<file path="config.mk">
export PLATFORM = sky130hd
export DESIGN_NAME = axi_rw_split_tracked
export DESIGN_NICKNAME = d
export VERILOG_FILES = /design/src/rtl/axi_rw_split_tracked.sv
export SDC_FILE = /design/constraint.sdc
export NUM_CORES = 1
export LEC_CHECK = 0
export ABC_AREA = 1
export BUFFER_PORTS_ARGS = -buffer_cell sky130_fd_sc_hd__buf_2
export CAP_MARGIN = 20
export CORE_AREA = 3 3 212 214
export DETAILED_ROUTE_END_ITERATION = 8
export DIE_AREA = 0 0 215 217
export HOLD_SLACK_MARGIN = 0.08
export REMOVE_ABC_BUFFERS = 1
export SYNTH_ARGS = -nofsm -noshare
export SYNTH_HDL_FRONTEND = slang
export SYNTH_SLANG_ARGS = --single-unit
</file>
<file path="constraint.sdc">
create_clock -name clk_i -period 5.5 [get_ports clk_i]
set_input_delay 0.825 -clock clk_i [delete_from_list [all_inputs] [get_ports clk_i]]
set_output_delay 0.825 -clock clk_i [all_outputs]
set_load 0.01 [all_outputs]
</file>
<file path="src/rtl/axi_rw_split_tracked.sv">
// axi_rw_split_tracked
//   Splits one combined AXI read/write slave port into a read-only master
//   (AR/R) and a write-only master (AW/W/B). It tracks outstanding
//   transactions per direction and caps them at MaxReadTxns/MaxWriteTxns.
//   It also provides a quiesce handshake that blocks new AR/AW and drains
//   in-flight traffic. All data paths are zero-latency wires.
//
// Ports
//   clk_i            clock
//   rst_ni           asynchronous reset, active low
//   slv_req_i        combined slave request
//   slv_resp_o       combined slave response
//   mst_read_req_o   read master request (aw/w fields tied to zero)
//   mst_read_resp_i  read master response
//   mst_write_req_o  write master request (ar field tied to zero)
//   mst_write_resp_i write master response
//   quiesce_i        block new AR/AW and drain outstanding traffic
//   idle_o           drained: nothing outstanding and new AR/AW blocked
//   rd_outstanding_o outstanding read count
//   wr_outstanding_o outstanding write count

package axi_rw_split_pkg;
  typedef struct packed {
    logic [3:0]  id;
    logic [31:0] addr;
    logic [7:0]  len;
  } ax_chan_t;

  typedef struct packed {
    logic [31:0] data;
    logic [3:0]  strb;
    logic        last;
  } w_chan_t;

  typedef struct packed {
    logic [3:0] id;
    logic [1:0] resp;
  } b_chan_t;

  typedef struct packed {
    logic [3:0]  id;
    logic [31:0] data;
    logic [1:0]  resp;
    logic        last;
  } r_chan_t;

  typedef struct packed {
    ax_chan_t aw;
    logic     aw_valid;
    w_chan_t  w;
    logic     w_valid;
    logic     b_ready;
    ax_chan_t ar;
    logic     ar_valid;
    logic     r_ready;
  } axi_req_t;

  typedef struct packed {
    logic    aw_ready;
    logic    ar_ready;
    logic    w_ready;
    logic    b_valid;
    b_chan_t b;
    logic    r_valid;
    r_chan_t r;
  } axi_resp_t;
endpackage

module axi_rw_split_tracked #(
  parameter type         axi_req_t    = axi_rw_split_pkg::axi_req_t,
  parameter type         axi_resp_t   = axi_rw_split_pkg::axi_resp_t,
  parameter int unsigned MaxReadTxns  = 8,
  parameter int unsigned MaxWriteTxns = 8,
  parameter int unsigned RdCntWidth   = $clog2(MaxReadTxns + 1),
  parameter int unsigned WrCntWidth   = $clog2(MaxWriteTxns + 1)
) (
  input  logic                  clk_i,
  input  logic                  rst_ni,
  input  axi_req_t              slv_req_i,
  output axi_resp_t             slv_resp_o,
  output axi_req_t              mst_read_req_o,
  input  axi_resp_t             mst_read_resp_i,
  output axi_req_t              mst_write_req_o,
  input  axi_resp_t             mst_write_resp_i,
  input  logic                  quiesce_i,
  output logic                  idle_o,
  output logic [RdCntWidth-1:0] rd_outstanding_o,
  output logic [WrCntWidth-1:0] wr_outstanding_o
);

  localparam logic [RdCntWidth-1:0] RdMax = RdCntWidth'(MaxReadTxns);
  localparam logic [WrCntWidth-1:0] WrMax = WrCntWidth'(MaxWriteTxns);

  typedef enum logic [1:0] {RUN, DRAIN, IDLE} state_e;

  state_e                  state_reg, state_next;
  logic [RdCntWidth-1:0]   rd_cnt_reg, rd_cnt_next;
  logic [WrCntWidth-1:0]   wr_cnt_reg, wr_cnt_next;
  logic                    ar_lock_reg, ar_lock_next;
  logic                    aw_lock_reg, aw_lock_next;

  logic rd_open, wr_open;
  logic ar_hs, r_last_hs, aw_hs, b_hs;

  // A lock keeps the gate open once a valid has been shown downstream, so a
  // presented AR/AW is never retracted by quiesce or by the limit.
  assign rd_open = ar_lock_reg | ((state_reg == RUN) && (rd_cnt_reg < RdMax));
  assign wr_open = aw_lock_reg | ((state_reg == RUN) && (wr_cnt_reg < WrMax));

  always_comb begin
    mst_read_req_o          = '0;
    mst_read_req_o.ar       = slv_req_i.ar;
    mst_read_req_o.ar_valid = slv_req_i.ar_valid & rd_open;
    mst_read_req_o.r_ready  = slv_req_i.r_ready;

    // W is deliberately ungated: W beats may legally precede their AW.
    mst_write_req_o          = '0;
    mst_write_req_o.aw       = slv_req_i.aw;
    mst_write_req_o.aw_valid = slv_req_i.aw_valid & wr_open;
    mst_write_req_o.w        = slv_req_i.w;
    mst_write_req_o.w_valid  = slv_req_i.w_valid;
    mst_write_req_o.b_ready  = slv_req_i.b_ready;

    slv_resp_o          = '0;
    slv_resp_o.ar_ready = mst_read_resp_i.ar_ready & rd_open;
    slv_resp_o.r_valid  = mst_read_resp_i.r_valid;
    slv_resp_o.r        = mst_read_resp_i.r;
    slv_resp_o.aw_ready = mst_write_resp_i.aw_ready & wr_open;
    slv_resp_o.w_ready  = mst_write_resp_i.w_ready;
    slv_resp_o.b_valid  = mst_write_resp_i.b_valid;
    slv_resp_o.b        = mst_write_resp_i.b;
  end

  assign ar_hs     = mst_read_req_o.ar_valid & mst_read_resp_i.ar_ready;
  assign r_last_hs = mst_read_resp_i.r_valid & slv_req_i.r_ready & mst_read_resp_i.r.last;
  assign aw_hs     = mst_write_req_o.aw_valid & mst_write_resp_i.aw_ready;
  assign b_hs      = mst_write_resp_i.b_valid & slv_req_i.b_ready;

  always_comb begin
    rd_cnt_next  = rd_cnt_reg;
    wr_cnt_next  = wr_cnt_reg;
    ar_lock_next = mst_read_req_o.ar_valid & ~mst_read_resp_i.ar_ready;
    aw_lock_next = mst_write_req_o.aw_valid & ~mst_write_resp_i.aw_ready;
    if (ar_hs && !r_last_hs) rd_cnt_next = rd_cnt_reg + RdCntWidth'(1);
    if (!ar_hs && r_last_hs) rd_cnt_next = rd_cnt_reg - RdCntWidth'(1);
    if (aw_hs && !b_hs)      wr_cnt_next = wr_cnt_reg + WrCntWidth'(1);
    if (!aw_hs && b_hs)      wr_cnt_next = wr_cnt_reg - WrCntWidth'(1);
  end

  always_comb begin
    state_next = state_reg;
    case (state_reg)
      RUN:   if (quiesce_i) state_next = DRAIN;
      DRAIN: begin
        if (!quiesce_i) state_next = RUN;
        else if (rd_cnt_reg == '0 && wr_cnt_reg == '0 && !ar_lock_reg && !aw_lock_reg)
          state_next = IDLE;
      end
      IDLE:  if (!quiesce_i) state_next = RUN;
      default: state_next = RUN;
    endcase
  end

  always_ff @(posedge clk_i or negedge rst_ni) begin
    if (!rst_ni) begin
      state_reg   <= RUN;
      rd_cnt_reg  <= '0;
      wr_cnt_reg  <= '0;
      ar_lock_reg <= 1'b0;
      aw_lock_reg <= 1'b0;
    end else begin
      state_reg   <= state_next;
      rd_cnt_reg  <= rd_cnt_next;
      wr_cnt_reg  <= wr_cnt_next;
      ar_lock_reg <= ar_lock_next;
      aw_lock_reg <= aw_lock_next;
    end
  end

  assign idle_o           = (state_reg == IDLE);
  assign rd_outstanding_o = rd_cnt_reg;
  assign wr_outstanding_o = wr_cnt_reg;

  // Response fields that belong to the other direction are intentionally ignored.
  logic unused_resp;
  assign unused_resp = ^{mst_read_resp_i.aw_ready, mst_read_resp_i.w_ready,
                         mst_read_resp_i.b_valid, mst_read_resp_i.b,
                         mst_write_resp_i.ar_ready, mst_write_resp_i.r_valid,
                         mst_write_resp_i.r};

`ifndef SYNTHESIS
  a_no_r_underflow: assert property (@(posedge clk_i) disable iff (!rst_ni)
    r_last_hs && !ar_hs |-> rd_cnt_reg != '0);
  a_no_b_underflow: assert property (@(posedge clk_i) disable iff (!rst_ni)
    b_hs && !aw_hs |-> wr_cnt_reg != '0);
  a_no_rd_overflow: assert property (@(posedge clk_i) disable iff (!rst_ni)
    ar_hs && !r_last_hs |-> rd_cnt_reg < RdMax);
  a_no_wr_overflow: assert property (@(posedge clk_i) disable iff (!rst_ni)
    aw_hs && !b_hs |-> wr_cnt_reg < WrMax);
  a_no_b_on_read: assert property (@(posedge clk_i) disable iff (!rst_ni)
    !mst_read_resp_i.b_valid);
  a_no_r_on_write: assert property (@(posedge clk_i) disable iff (!rst_ni)
    !mst_write_resp_i.r_valid);
`endif

endmodule

</file>
== Word-level counts from Yosys, hierarchy flattened ==
Index checks and enable logic that the tools add are counted.

* Add/subtract/negate cells: 4
* Order comparisons: 2
* Equal/unequal tests: 5
* Mux-type cells: 9
* Bitwise gates (word level): 15
* Reductions and logical operators: 21

{| class="wikitable"
|+ Operators by type and width
! operator !! number
|-
| two-way mux 4 bit || 4
|-
| bitwise AND 1 bit || 11
|-
| logical AND 1 bit || 9
|-
| adder 4 x 1 -> 4 bit (second input constant) || 2
|-
| zero test 4 bit || 2
|-
| less-than comparator 4 bit (second input constant) || 2
|-
| two-way mux 2 bit || 4
|-
| subtractor 4 x 1 -> 4 bit (second input constant) || 2
|-
| zero test 1 bit || 6
|-
| one-hot mux 2 bit (3 select lines) || 1
|-
| != test 2 bit (second input constant) || 2
|-
| nonzero test 2 bit || 2
|-
| != test 3 bit (second input constant) || 1
|-
| AND reduction 3 bit || 1
|-
| == test 2 x 1 -> 1 bit (second input constant) || 1
|-
| == test 2 bit (second input constant) || 1
|-
| zero test 2 bit || 1
|-
| NOT 1 bit || 2
|-
| bitwise OR 1 bit || 2
|}

* Bits in registers: 12
* Input port bits: 233
* Word-level logic and storage cells: 61

== Depth between registers and ports, before layout ==
* Depth after elaboration: 8
* Gate-level depth with buffers: 14

== Least setup slack after synthesis ==
Ideal clock, no wire load.

* Kind: input -> register
* Start point: input mst_read_resp_i[48] in the netlist's numbering
* End point: register rd_cnt_reg[2] (netlist: rd_outstanding_o[2])
* Setup time: 0.128 ns
* Data arrival time: 2.105 ns
* Setup slack: 3.267 ns
* Cell stages on the path: 10
* Path buffers: 0
* Cell sequence: inv_1 nor2_1 nand2_1 ha_1 nor2_1 nor2_4 ha_1 a21oi_1 or2_1 a31oi_1

* Longest elaborated chain between the ends: 4
* Elaborated cells between the ends (all ways): 6
* Classes of those cells: mux: 1; bitwise: 1; reduce/logical: 4

{| class="wikitable"
|+ RTL lines
! what !! RTL line !! text
|-
| start: declaration || 82 || <nowiki>input axi_resp_t mst_read_resp_i,</nowiki>
|-
| bitwise AND 1 bit * || 134 || <nowiki>assign ar_hs = mst_read_req_o.ar_valid & mst_read_resp_i.ar_ready;</nowiki>
|-
| zero test 1 bit || 145 || <nowiki>if (!ar_hs && r_last_hs) rd_cnt_next = rd_cnt_reg - RdCntWidth'(1);</nowiki>
|-
| logical AND 1 bit || 145 ||
|-
| two-way mux 4 bit / nonzero test 2 bit (equally long branches) || n/a ||
|-
| end signal: assignment || 173 || <nowiki>rd_cnt_reg <= rd_cnt_next;</nowiki>
|-
| end: declaration || 97 || <nowiki>logic [RdCntWidth-1:0] rd_cnt_reg, rd_cnt_next;</nowiki>
|}

Every way passes the cells marked *; elsewhere a longest branch is shown, timed or not.
A chain may end at the register's enable or synchronous reset.

== Worst setup path in the final report ==
* Start point: register state_reg[0]
* End point: register rd_cnt_reg[2] (netlist: rd_outstanding_o[2])

* Longest elaborated chain between the ends: 8
* Elaborated cells between the ends (all ways): 10
* Classes of those cells: mux: 1; bitwise: 3; reduce/logical: 6

{| class="wikitable"
|+ RTL lines
! what !! RTL line !! text
|-
| start: declaration || 96 || <nowiki>state_e state_reg, state_next;</nowiki>
|-
| start signal: assignment || 172 || <nowiki>state_reg <= state_next;</nowiki>
|-
| zero test 2 bit * || 107 || <nowiki>assign rd_open = ar_lock_reg | ((state_reg == RUN) && (rd_cnt_reg < RdMax));</nowiki>
|-
| logical AND 1 bit * || 107 ||
|-
| bitwise OR 1 bit * || 107 ||
|-
| bitwise AND 1 bit * || 113 || <nowiki>mst_read_req_o.ar_valid = slv_req_i.ar_valid & rd_open;</nowiki>
|-
| bitwise AND 1 bit * || 134 ||
|-
| zero test 1 bit || 145 ||
|-
| logical AND 1 bit || 145 ||
|-
| two-way mux 4 bit / nonzero test 2 bit (equally long branches) || n/a ||
|}

Marked as above.

==> impl_metrics.csv <==
group,metric,value,unit
clocking,cts_max_path_buffers,2,
detailed_routing,wirelength,49200,um
floorplan,die_area,46700,um^2
timing,hold_ws,477,ps
placed_design,post_dp_cell_area,2180,um^2
timing,hold_viol,0,
critical_path,critPathLaunch,"state_reg[0]",
critical_path,crit_fanout,4,
critical_path,crit_type,"register to register",
floorplan,num_rows,76,
detailed_routing,drt_iter0_drc,115,
critical_path,cp.required,5670,ps
detailed_routing,antenna_left,0,
cells_and_area,stdcell_area,2270,um^2
critical_path,r2r_slack,3030,ps
global_route,grt_pass1_vias,1075,
clocking,cts_setup_buffers,0,
timing,fmax,404,MHz
pwr,p_leak,0.00106,uW
timing,setup_violations,0,
pwr,p_per_area,265,nW/um^2
floorplan,io_pins,552,
detailed_routing,drcViolationCount,0,
clocking,cts_resized,0,
cells_and_area,nets,515,
placed_design,port-buffer-count,29,
cells_and_area,fill_cells,5120,
logic_synthesis,synthCells,419,
logic_synthesis,seq_area_frac_synth,9.64,%
logic_synthesis,synth.avg_cell_area,7.44,um^2
logic_synthesis,yosysWarnings,0,
floorplan,core,43100,um^2
floorplan,fp.dieW,215,um
global_route,gr-total-overflow,0,
logic_synthesis,synth_area,3120,um^2
clocking,holdBufCountCts,0,
critical_path,critPathCaptureType,"register",
global_route,grt_use_total,20.2,%
logic_synthesis,synth_cell_types,24,
pwr,power.total,602,uW
critical_path,startpoint_type,"register",
timing,drv_slew,0,
clocking,cts_tree,"built",
clocking,cts.reportedPaths.clkPinSlew,50,ps
clocking,cts_sinks,12,
floorplan,start_util,7.23,%
run,drv_cap,0,
min_path,hold_path_class,"input port to asynchronous set/reset pin",
clocking,numCtsBuffers,3,
critical_path,r2r-end,"rd_outstanding_o[2]",
critical_path,cp.arrival,2640,ps
cells_and_area,fin_util,5.27,%
detailed_routing,wl_per_cell,57.2,um
cells_and_area,n_antenna_cell,0,
clocking,clk_latency,250,ps
timing,period_share,45.0,%
cells_and_area,drive_gt1_share,14.2,%
critical_path,rr_worst_depth,12,
global_route,antenna_found_initial,1,
timing,clock_skew,2.40,ps
floorplan,die_h,217,um
pwr,vdd_ir_drop_max,100,uV
global_route,grt_max_degree,13,
logic_synthesis,synth-seq-cells,12,
global_route,grt_pass1_wl,51500,um
critical_path,reg2reg_from,"state_reg[0]",
timing,tns,0,ps
clocking,clockRootBuffer,"clkbuf_16",
cells_and_area,syn_to_final_growth,-27.2,%
critical_path,crit_path_end,"rd_outstanding_o[2]",
detailed_routing,drt-vias-per-instance,1.94,
timing,rsz0062_at_grt,"false",
detailed_routing,dr.pass1.iters,4,
detailed_routing,num_vias,1666,
placed_design,dp_hpwl,48600,um
timing,layout_min_cycle_time,2470,ps
clocking,cts_htree_levels,1,
status,outcome,"completed",
placed_design,gp_congestion,0.949,
==> cell type report <==
type                            instances  area [um^2]  share of cell area, %
Multi-Input combinational cell        208          920                   40.5
Sequential cell                        12          300                   13.2
Timing Repair Buffer                   29          145                   6.40
Inverter                               22         82.6                   3.64
Clock buffer                            4         88.8                   3.92
Tap cell                              585          732                   32.3
==> stage by stage <==
| step | instances | worst slack (ps) |
|---|---|---|
| after CTS | 860 | 3000 |
| after global routing | 860 | 2780 |
| after detailed placement | 856 | 3020 |
| after global placement | 856 | 3040 |
| final | 860 | 3030 |
| after floorplan | 242 | 3270 |
==> cell usage in the layout, fill, tap and decap left out, drive strengths merged <==
master,n
and3,1
a31oi,1
nor2,13
a21oi,4
conb,130
o21ai,3
nor3,1
nor4,1
nand4,2
o211ai,1
ha,6
dfrtp,12
nand2,32
nand3,8
inv,22
clkbuf,4
xnor2,2
or2,1
xor2,2
buf,29
==> worst min path at each step <==
stage | from | endpoint | slack (ps) | depth (start not counted)
detailed placement | rd_outstanding_o[3] | rd_outstanding_o[3] | 530 | 2
global route | rst_ni | aw_lock_reg | 500 | 1
global placement | rd_outstanding_o[3] | rd_outstanding_o[3] | 510 | 2
CTS | rst_ni | state_reg[1] | 490 | 1
finish | rst_ni | state_reg[0] | 480 | 1
floorplan | state_reg[1] | state_reg[0] | 500 | 3
==> synth_stat cells <==
cell type | number | area share (%)
a31oi_1 | 1 | 0.20
nand3_1 | 7 | 1.1
nor2_1 | 10 | 1.2
nand4_1 | 2 | 0.40
buf_4 | 306 | 74
xnor2_1 | 2 | 0.56
inv_1 | 22 | 2.7
nand2_1 | 30 | 3.6
o21ai_0 | 1 | 0.16
conb_1 | 1 | 0.12
or2_1 | 1 | 0.20
nand2_2 | 2 | 0.40
nor2_4 | 2 | 0.72
and3_1 | 1 | 0.20
ha_1 | 6 | 2.4
a21oi_1 | 4 | 0.64
o211ai_1 | 1 | 0.24
xor2_1 | 2 | 0.56
dfrtp_1 | 12 | 9.6
o21ai_1 | 2 | 0.32
nor4_1 | 1 | 0.20
nor3_1 | 1 | 0.16
nand3_2 | 1 | 0.32
nor2_2 | 1 | 0.20
==> worst max-delay path, stage by stage (launching register included) <==
cell,delay [ps]
dfrtp_1,410
nor2_1,340
a21oi_1,220
nor2_1,160
nand2_1,170
ha_1,290
nand2_1,90
inv_1,70
nor2_4,100
ha_1,150
a21oi_1,40
or2_1,230
a31oi_1,120
==> routing by layer <==
layer | vias to the layer above | global-route usage (%) | share of wire (%)
met5 | - | 2.60 | 0.39
met4 | 6 | 0.881 | 0.44
met3 | 18 | 38.3 | 39
met2 | 517 | 39.7 | 55
met1 | 584 | 2.54 | 4.9
li1 | 541 | - | -
==> power by group <==
part / switching [uW] / total, uW / internal, uW
Sequential: 53.1 / 173 / 119
Clock: 43.1 / 153 / 110
Combinational: 186 / 276 / 89.8
Total: 282 / 602 / 320
==> logic make-up after synthesis <==
kind of cell | after synthesis | share of synthesized area, %
buf+inv | 328 | 76.4
simple gates | 59 | 8.76
flops | 12 | 9.64
compound gates | 9 | 1.57
fa+ha+maj | 6 | 2.41
xor+xnor | 4 | 1.12
other cells | 1 | 0.120
Power figures use the tool's default switching activity.
